<file path="src/rtl/rv16_mul_issue.sv">
// rv16_mul_issue
// Issues a MUL instruction from the execute stage to the shared ALU multiply
// unit. It waits for the unit to finish, then writes the result back. It
// handles pipeline flushes, a bounded wait with a sticky timeout flag, and an
// asynchronous reset.
//
// Parameters
//   TIMEOUT       maximum number of WAIT cycles without done (1..255)
// Ports
//   clk, rst      clock (rising edge) and asynchronous active-high reset
//   i_valid       execute stage presents a MUL instruction
//   i_operand_a/b source operands (32 bits each)
//   i_rd          destination register index
//   i_flush       cancel the presented or in-flight instruction
//   i_mul_busy    multiply unit status: busy
//   i_mul_done    multiply unit status: done
//   i_mul_result  multiply unit result bus
//   o_ready       block can accept a new instruction (IDLE only)
//   o_stall       hold the upstream pipeline
//   o_mul_start   level start to the multiply unit (the unit edge-detects it)
//   o_operand_a/b latched operands to the multiply unit
//   o_alu_op      ALU opcode (MUL while an operation is active)
//   o_wb_valid    one-cycle writeback strobe
//   o_wb_rd       writeback destination index
//   o_wb_data     writeback data
//   o_timeout     sticky error flag, cleared only by reset
module rv16_mul_issue #(
    parameter int TIMEOUT = 16
) (
    input  logic        clk,
    input  logic        rst,
    input  logic        i_valid,
    input  logic [31:0] i_operand_a,
    input  logic [31:0] i_operand_b,
    input  logic [3:0]  i_rd,
    input  logic        i_flush,
    input  logic        i_mul_busy,
    input  logic        i_mul_done,
    input  logic [31:0] i_mul_result,
    output logic        o_ready,
    output logic        o_stall,
    output logic        o_mul_start,
    output logic [31:0] o_operand_a,
    output logic [31:0] o_operand_b,
    output logic [3:0]  o_alu_op,
    output logic        o_wb_valid,
    output logic [3:0]  o_wb_rd,
    output logic [31:0] o_wb_data,
    output logic        o_timeout
);

    typedef enum logic [2:0] {
        IDLE,
        ISSUE,
        WAIT,
        WB,
        DRAIN
    } state_t;

    localparam logic [3:0] ALU_OP_MUL  = 4'b1010;
    localparam logic [3:0] ALU_OP_NONE = 4'b0000;
    localparam logic [7:0] TIMEOUT_CNT = 8'(TIMEOUT);

    state_t      state, state_nxt;
    logic [7:0]  count_q, count_nxt;
    logic [31:0] op_a_q, op_b_q, result_q;
    logic [3:0]  rd_q;
    logic        timeout_q;
    logic        accept, capture, timeout_set;

    // State register and datapath latches. The operands and rd change only
    // when an instruction is accepted. The result changes only when done is
    // taken.
    always_ff @(posedge clk or posedge rst) begin
        if (rst) begin
            state     <= IDLE;
            count_q   <= 8'd0;
            op_a_q    <= 32'd0;
            op_b_q    <= 32'd0;
            rd_q      <= 4'd0;
            result_q  <= 32'd0;
            timeout_q <= 1'b0;
        end else begin
            state   <= state_nxt;
            count_q <= count_nxt;
            if (accept) begin
                op_a_q <= i_operand_a;
                op_b_q <= i_operand_b;
                rd_q   <= i_rd;
            end
            if (capture) begin
                result_q <= i_mul_result;
            end
            if (timeout_set) begin
                timeout_q <= 1'b1;
            end
        end
    end

    // Next-state logic.
    // ISSUE treats a done exactly as WAIT does, so a unit that finishes in
    // one cycle is not missed. Flush wins over done. When flush and done
    // arrive together, the unit is already idle, so the block returns to IDLE
    // directly instead of going through DRAIN. In WAIT, done wins over the
    // timeout. The timeout fires on the WAIT cycle whose incremented count
    // reaches TIMEOUT. That is after TIMEOUT full WAIT cycles without done.
    always_comb begin
        state_nxt   = state;
        count_nxt   = count_q;
        accept      = 1'b0;
        capture     = 1'b0;
        timeout_set = 1'b0;
        case (state)
            IDLE: begin
                if (i_valid && !i_flush) begin
                    accept    = 1'b1;
                    state_nxt = ISSUE;
                end
            end
            ISSUE, WAIT: begin
                if (state == ISSUE) begin
                    count_nxt = 8'd0;
                end
                if (i_flush && i_mul_done) begin
                    state_nxt = IDLE;
                end else if (i_flush) begin
                    state_nxt = DRAIN;
                end else if (i_mul_done) begin
                    capture   = 1'b1;
                    state_nxt = WB;
                end else if (state == ISSUE) begin
                    state_nxt = WAIT;
                end else if (count_q + 8'd1 == TIMEOUT_CNT) begin
                    timeout_set = 1'b1;
                    state_nxt   = IDLE;
                end else begin
                    count_nxt = count_q + 8'd1;
                end
            end
            WB: begin
                state_nxt = IDLE;
            end
            DRAIN: begin
                if (i_mul_done || !i_mul_busy) begin
                    state_nxt = IDLE;
                end
            end
            default: begin
                state_nxt = IDLE;
            end
        endcase
    end

    // Start is low in WB, DRAIN and IDLE. Back-to-back operations therefore
    // always show the multiply unit a fresh rising edge. The stall term that
    // depends on the inputs is gated by rst, so reset drives stall low even
    // while i_valid is high.
    assign o_ready     = (state == IDLE);
    assign o_stall     = !rst && ((state == IDLE && i_valid && !i_flush) ||
                                  state == ISSUE || state == WAIT || state == DRAIN);
    assign o_mul_start = (state == ISSUE) || (state == WAIT);
    assign o_alu_op    = (state == ISSUE || state == WAIT || state == WB) ? ALU_OP_MUL : ALU_OP_NONE;
    assign o_operand_a = op_a_q;
    assign o_operand_b = op_b_q;
    assign o_wb_valid  = (state == WB) && !i_flush;
    assign o_wb_rd     = rd_q;
    assign o_wb_data   = result_q;
    assign o_timeout   = timeout_q;

endmodule

</file>
<file path="config.mk">
export PLATFORM = sky130hd
export DESIGN_NAME = rv16_mul_issue
export DESIGN_NICKNAME = d
export VERILOG_FILES = /design/src/rtl/rv16_mul_issue.sv
export SDC_FILE = /design/constraint.sdc
export NUM_CORES = 1
export LEC_CHECK = 0
export CORE_MARGIN = 1
export CORE_UTILIZATION = 55
export CTS_CLUSTER_DIAMETER = 120
export DETAILED_ROUTE_END_ITERATION = 6
export DONT_BUFFER_PORTS = 1
export PLACE_DENSITY = 0.83
export SETUP_SLACK_MARGIN = 0.15
export SLEW_MARGIN = 25
export SYNTH_ARGS = -nofsm -noshare
export SYNTH_HDL_FRONTEND = slang
export SYNTH_SLANG_ARGS = --single-unit
</file>
<file path="constraint.sdc">
create_clock -name clk -period 3.82 [get_ports clk]
set_input_delay 1.146 -clock clk [delete_from_list [all_inputs] [get_ports clk]]
set_output_delay 1.146 -clock clk [all_outputs]
set_load 0.01 [all_outputs]
</file>
==> flow_metrics.env <==
export IMPL_status="finished, final reports clean"
export IMPL_dr_pass1_iters=4
export IMPL_grt_max_degree=113
export IMPL_core_area_um2=7850
export IMPL_yosys_area_share_simple_pct=5.28
export IMPL_synthTopCellsByArea="dfrtp_1 (62%), mux2_2 (24%), o21ai_0 (1.2%)"
export IMPL_synth_flop_cell="dfrtp_1"
export IMPL_dp_slack_ns=1.03
export IMPL_synth_avg_cell_area_um2=14.8
export IMPL_overflow=0
export IMPL_rsz0062_at_grt="no"
export IMPL_synth_compound_gate_area_share_pct=3.82
export IMPL_yosysSeqAreaShare_pct=61.6
export IMPL_cts_buffers=9
export IMPL_path_clk_slew_ns=0.10
export IMPL_routed_via_density=5.89
export IMPL_diodes=0
export IMPL_portBuffers=0
export IMPL_ios=215
export IMPL_synthArstFlopShare_pct=100
export IMPL_post_route_min_period_ns=2.97
export IMPL_die_area_um2=8640
export IMPL_netlist_instances=307
export IMPL_net_switching_power_uw=1480
export IMPL_hold_viol=0
export IMPL_yosysTopAreaCell="dfrtp_1"
export IMPL_finalSetupTns_ns=0
export IMPL_synth_top_family_by_area="multiplexers"
export IMPL_drc=0
export IMPL_combPwrFrac_pct=24.1
export IMPL_clockBufferDepth=2
export IMPL_final_nets=412
export IMPL_critPathMaxStageDelay_ns=0.49
export IMPL_worst_pin_slew_ns=0.853
export IMPL_totalPowerFinal_uw=4050
export IMPL_vias=2420
export IMPL_vdd_drop_max_uv=387
export IMPL_fin_skew_ns=0.0133
export IMPL_fmax_mhz=336
export IMPL_pwr_share_clk_pct=15.9
export IMPL_cp_slowest_cell="nor3_1"
export IMPL_cts_tree="done"
export IMPL_area_growth_pct=4.98
export IMPL_routed_wl_um=8350
export IMPL_internal_power_uw=2560
export IMPL_critPathMaxFanout=10
export IMPL_synth_cell_area_um2=4550
export IMPL_synth_mux_area_share_pct=25.4
export IMPL_finalHoldWorstSlack_ns=0.575
export IMPL_initial_core_util_pct=58.0
export IMPL_cts_setup_buffers=0
export IMPL_yosys_area_share_adder_pct=0.550
export IMPL_ys_ff_latch=112
export IMPL_grt_pass1_wl_um=12700
export IMPL_cts_hold_buffers=0
export IMPL_fin_ws_ns=0.846
export IMPL_slew_violations=0
export IMPL_synth_top_cell_area_share_pct=61.6
export IMPL_crit_chain="nor3_1 > nand3b_1 > a21oi_1"
export IMPL_insertion_delay_ns=0.36
export IMPL_finalSetupViolations=0
export IMPL_cts_repair_resized=0
export IMPL_crit_type="flop to output port"
export IMPL_synth_cell_types=40
export IMPL_seq_power_share_pct=60.1
export IMPL_ant_nets=0
export IMPL_grt_pass1_vias=2518
export IMPL_gp_congestion=0.750
export IMPL_drv_cap=0
export IMPL_post_synth_top_count_cell="dfrtp_1"
export IMPL_relSlewSlack_pct=43.1
export IMPL_synth_edf_count=0
export IMPL_grt_usage_pct=19.5
export IMPL_reg2regPathDepth=4
export IMPL_die_h_um=92.9
export IMPL_cts_root_buffer="clkbuf_8"
export IMPL_drt_wirelength_per_cell_um=20.3
export IMPL_p_leak_uw=0.00211
export IMPL_die_w_um=92.9
export IMPL_start_kind="flop"
export IMPL_std_cell_rows=32
export IMPL_first_iter_violations=68
export IMPL_power_density_nw_per_um2=848
export IMPL_drive_gt1_share_pct=38.8
export IMPL_end_kind="output port"
export IMPL_hpwl_um=5950
export IMPL_antenna_found_initial=0
export IMPL_cts_htree_levels=3
export IMPL_cp_data_required_time_ns=2.67
export IMPL_period_share_pct=77.9
export IMPL_cp_data_arrival_time_ns=1.83
export IMPL_clock_sinks=112
export IMPL_hold_depth=1
export IMPL_hold_path_class="flop to flop"
export IMPL_final_core_util_pct=60.8
export IMPL_yosys_top_cells_count="dfrtp_1 (112), mux2_2 (97), o21ai_0 (11), nand2_1 (10), buf_2 (8)"
export IMPL_synth_xor_area_share_pct=0.193
export IMPL_p_sw_share_pct=36.7
export IMPL_ys_warn_count=0
-- flip-flops by register name, indices dropped and copies added (netlist names) --
| name | count |
|---|---|
| count_q | 8 |
| o_operand_a | 32 |
| state | 3 |
| o_operand_b | 32 |
| o_wb_data | 32 |
| o_wb_rd | 4 |
| o_timeout | 1 |
-- critical path: cells and delay by family, from the launching register on --
kind            cells  cell delay [ns]
compound gates      1             0.32
flops               1             0.48
simple gates        2             0.67
-- final timing paths --
kind / slack [ns] / end / from
setup / recovery: 0.85 / o_stall / state[1]$_DFFE_PP0P_
hold / removal: 0.57 / o_timeout$_DFFE_PP0P_ / o_timeout$_DFFE_PP0P_
setup reg to reg: 1.71 / o_operand_a[3]$_DFFE_PP0P_ / state[1]$_DFFE_PP0P_
hold reg to reg: 0.57 / o_timeout$_DFFE_PP0P_ / o_timeout$_DFFE_PP0P_
max in group asynchronous: 2.56 / o_operand_a[3]$_DFFE_PP0P_ / rst
min in group asynchronous: 0.79 / o_wb_data[5]$_DFFE_PP0P_ / rst
-- cells by family (layout without fill, tap and decap cells) --
kind of cell / Yosys count / after routing
AOI/OAI and AO/OA: 24 / 24
xor gates and xnor gates: 1 / 1
adders and majority gates: 2 / 2
buffers and inverters: 22 / 23
DFF: 112 / 112
muxes: 103 / 103
other: 1 / 2
and+or+nand+nor: 42 / 42
-- per-stage QoR --
| stage | cells | cell area [um2] |
|---|---|---|
| floorplan | 308 | 4560 |
| global placement | 395 | 4600 |
| detailed placement | 395 | 4600 |
| CTS | 411 | 4770 |
| global route | 411 | 4770 |
| finish | 411 | 4770 |
-- per-layer routing --
metal,up-vias,track usage [%],part of all wire [%]
met3,8,7.14,7.4
met4,0,6.79,1.4
met1,1231,23.1,38
met2,113,32.8,53
met5,-,0,0
li1,1068,-,-
-- cells in the final DEF (no fill, tap or decap), types with 2 or more instances in the layout --
cell type,Yosys,routed
dfrtp_1,112,112
mux2_2,97,97
o21ai_0,11,11
nand2_1,10,10
clkbuf_8,0,9
nor2_1,6,6
nand3_1,5,5
inv_6,0,4
and4_1,3,3
nand2b_1,3,3
inv_1,4,3
nor3_1,3,3
mux2_1,3,3
mux2i_1,3,3
and3_1,2,2
nor2b_1,2,2
a31oi_1,2,2
o211a_1,2,2
clkinvlp_4,0,2
ha_1,2,2
conb_1,1,2
buf_4,4,2
-- final cells by class --
cell class / instances / area [um2]
clock buffer: 10 / 128
multi-input combinational: 174 / 1610
tap: 102 / 128
timing repair buffer: 3 / 35.0
sequential: 112 / 2800
inverter: 4 / 18.8
clock inverter: 6 / 51.3
fill: 609 / 3070
-- power by group through the flow --
stage / registers [uW] / clock network (uW) / logic [uW]
after floorplan: 2300 / 0 / 913
after global placement: 2440 / 0 / 931
after detailed placement: 2460 / 0 / 990
after CTS: 2440 / 668 / 988
after global routing: 2500 / 713 / 1060
final: 2430 / 643 / 974
Power figures use the tool's default switching activity.
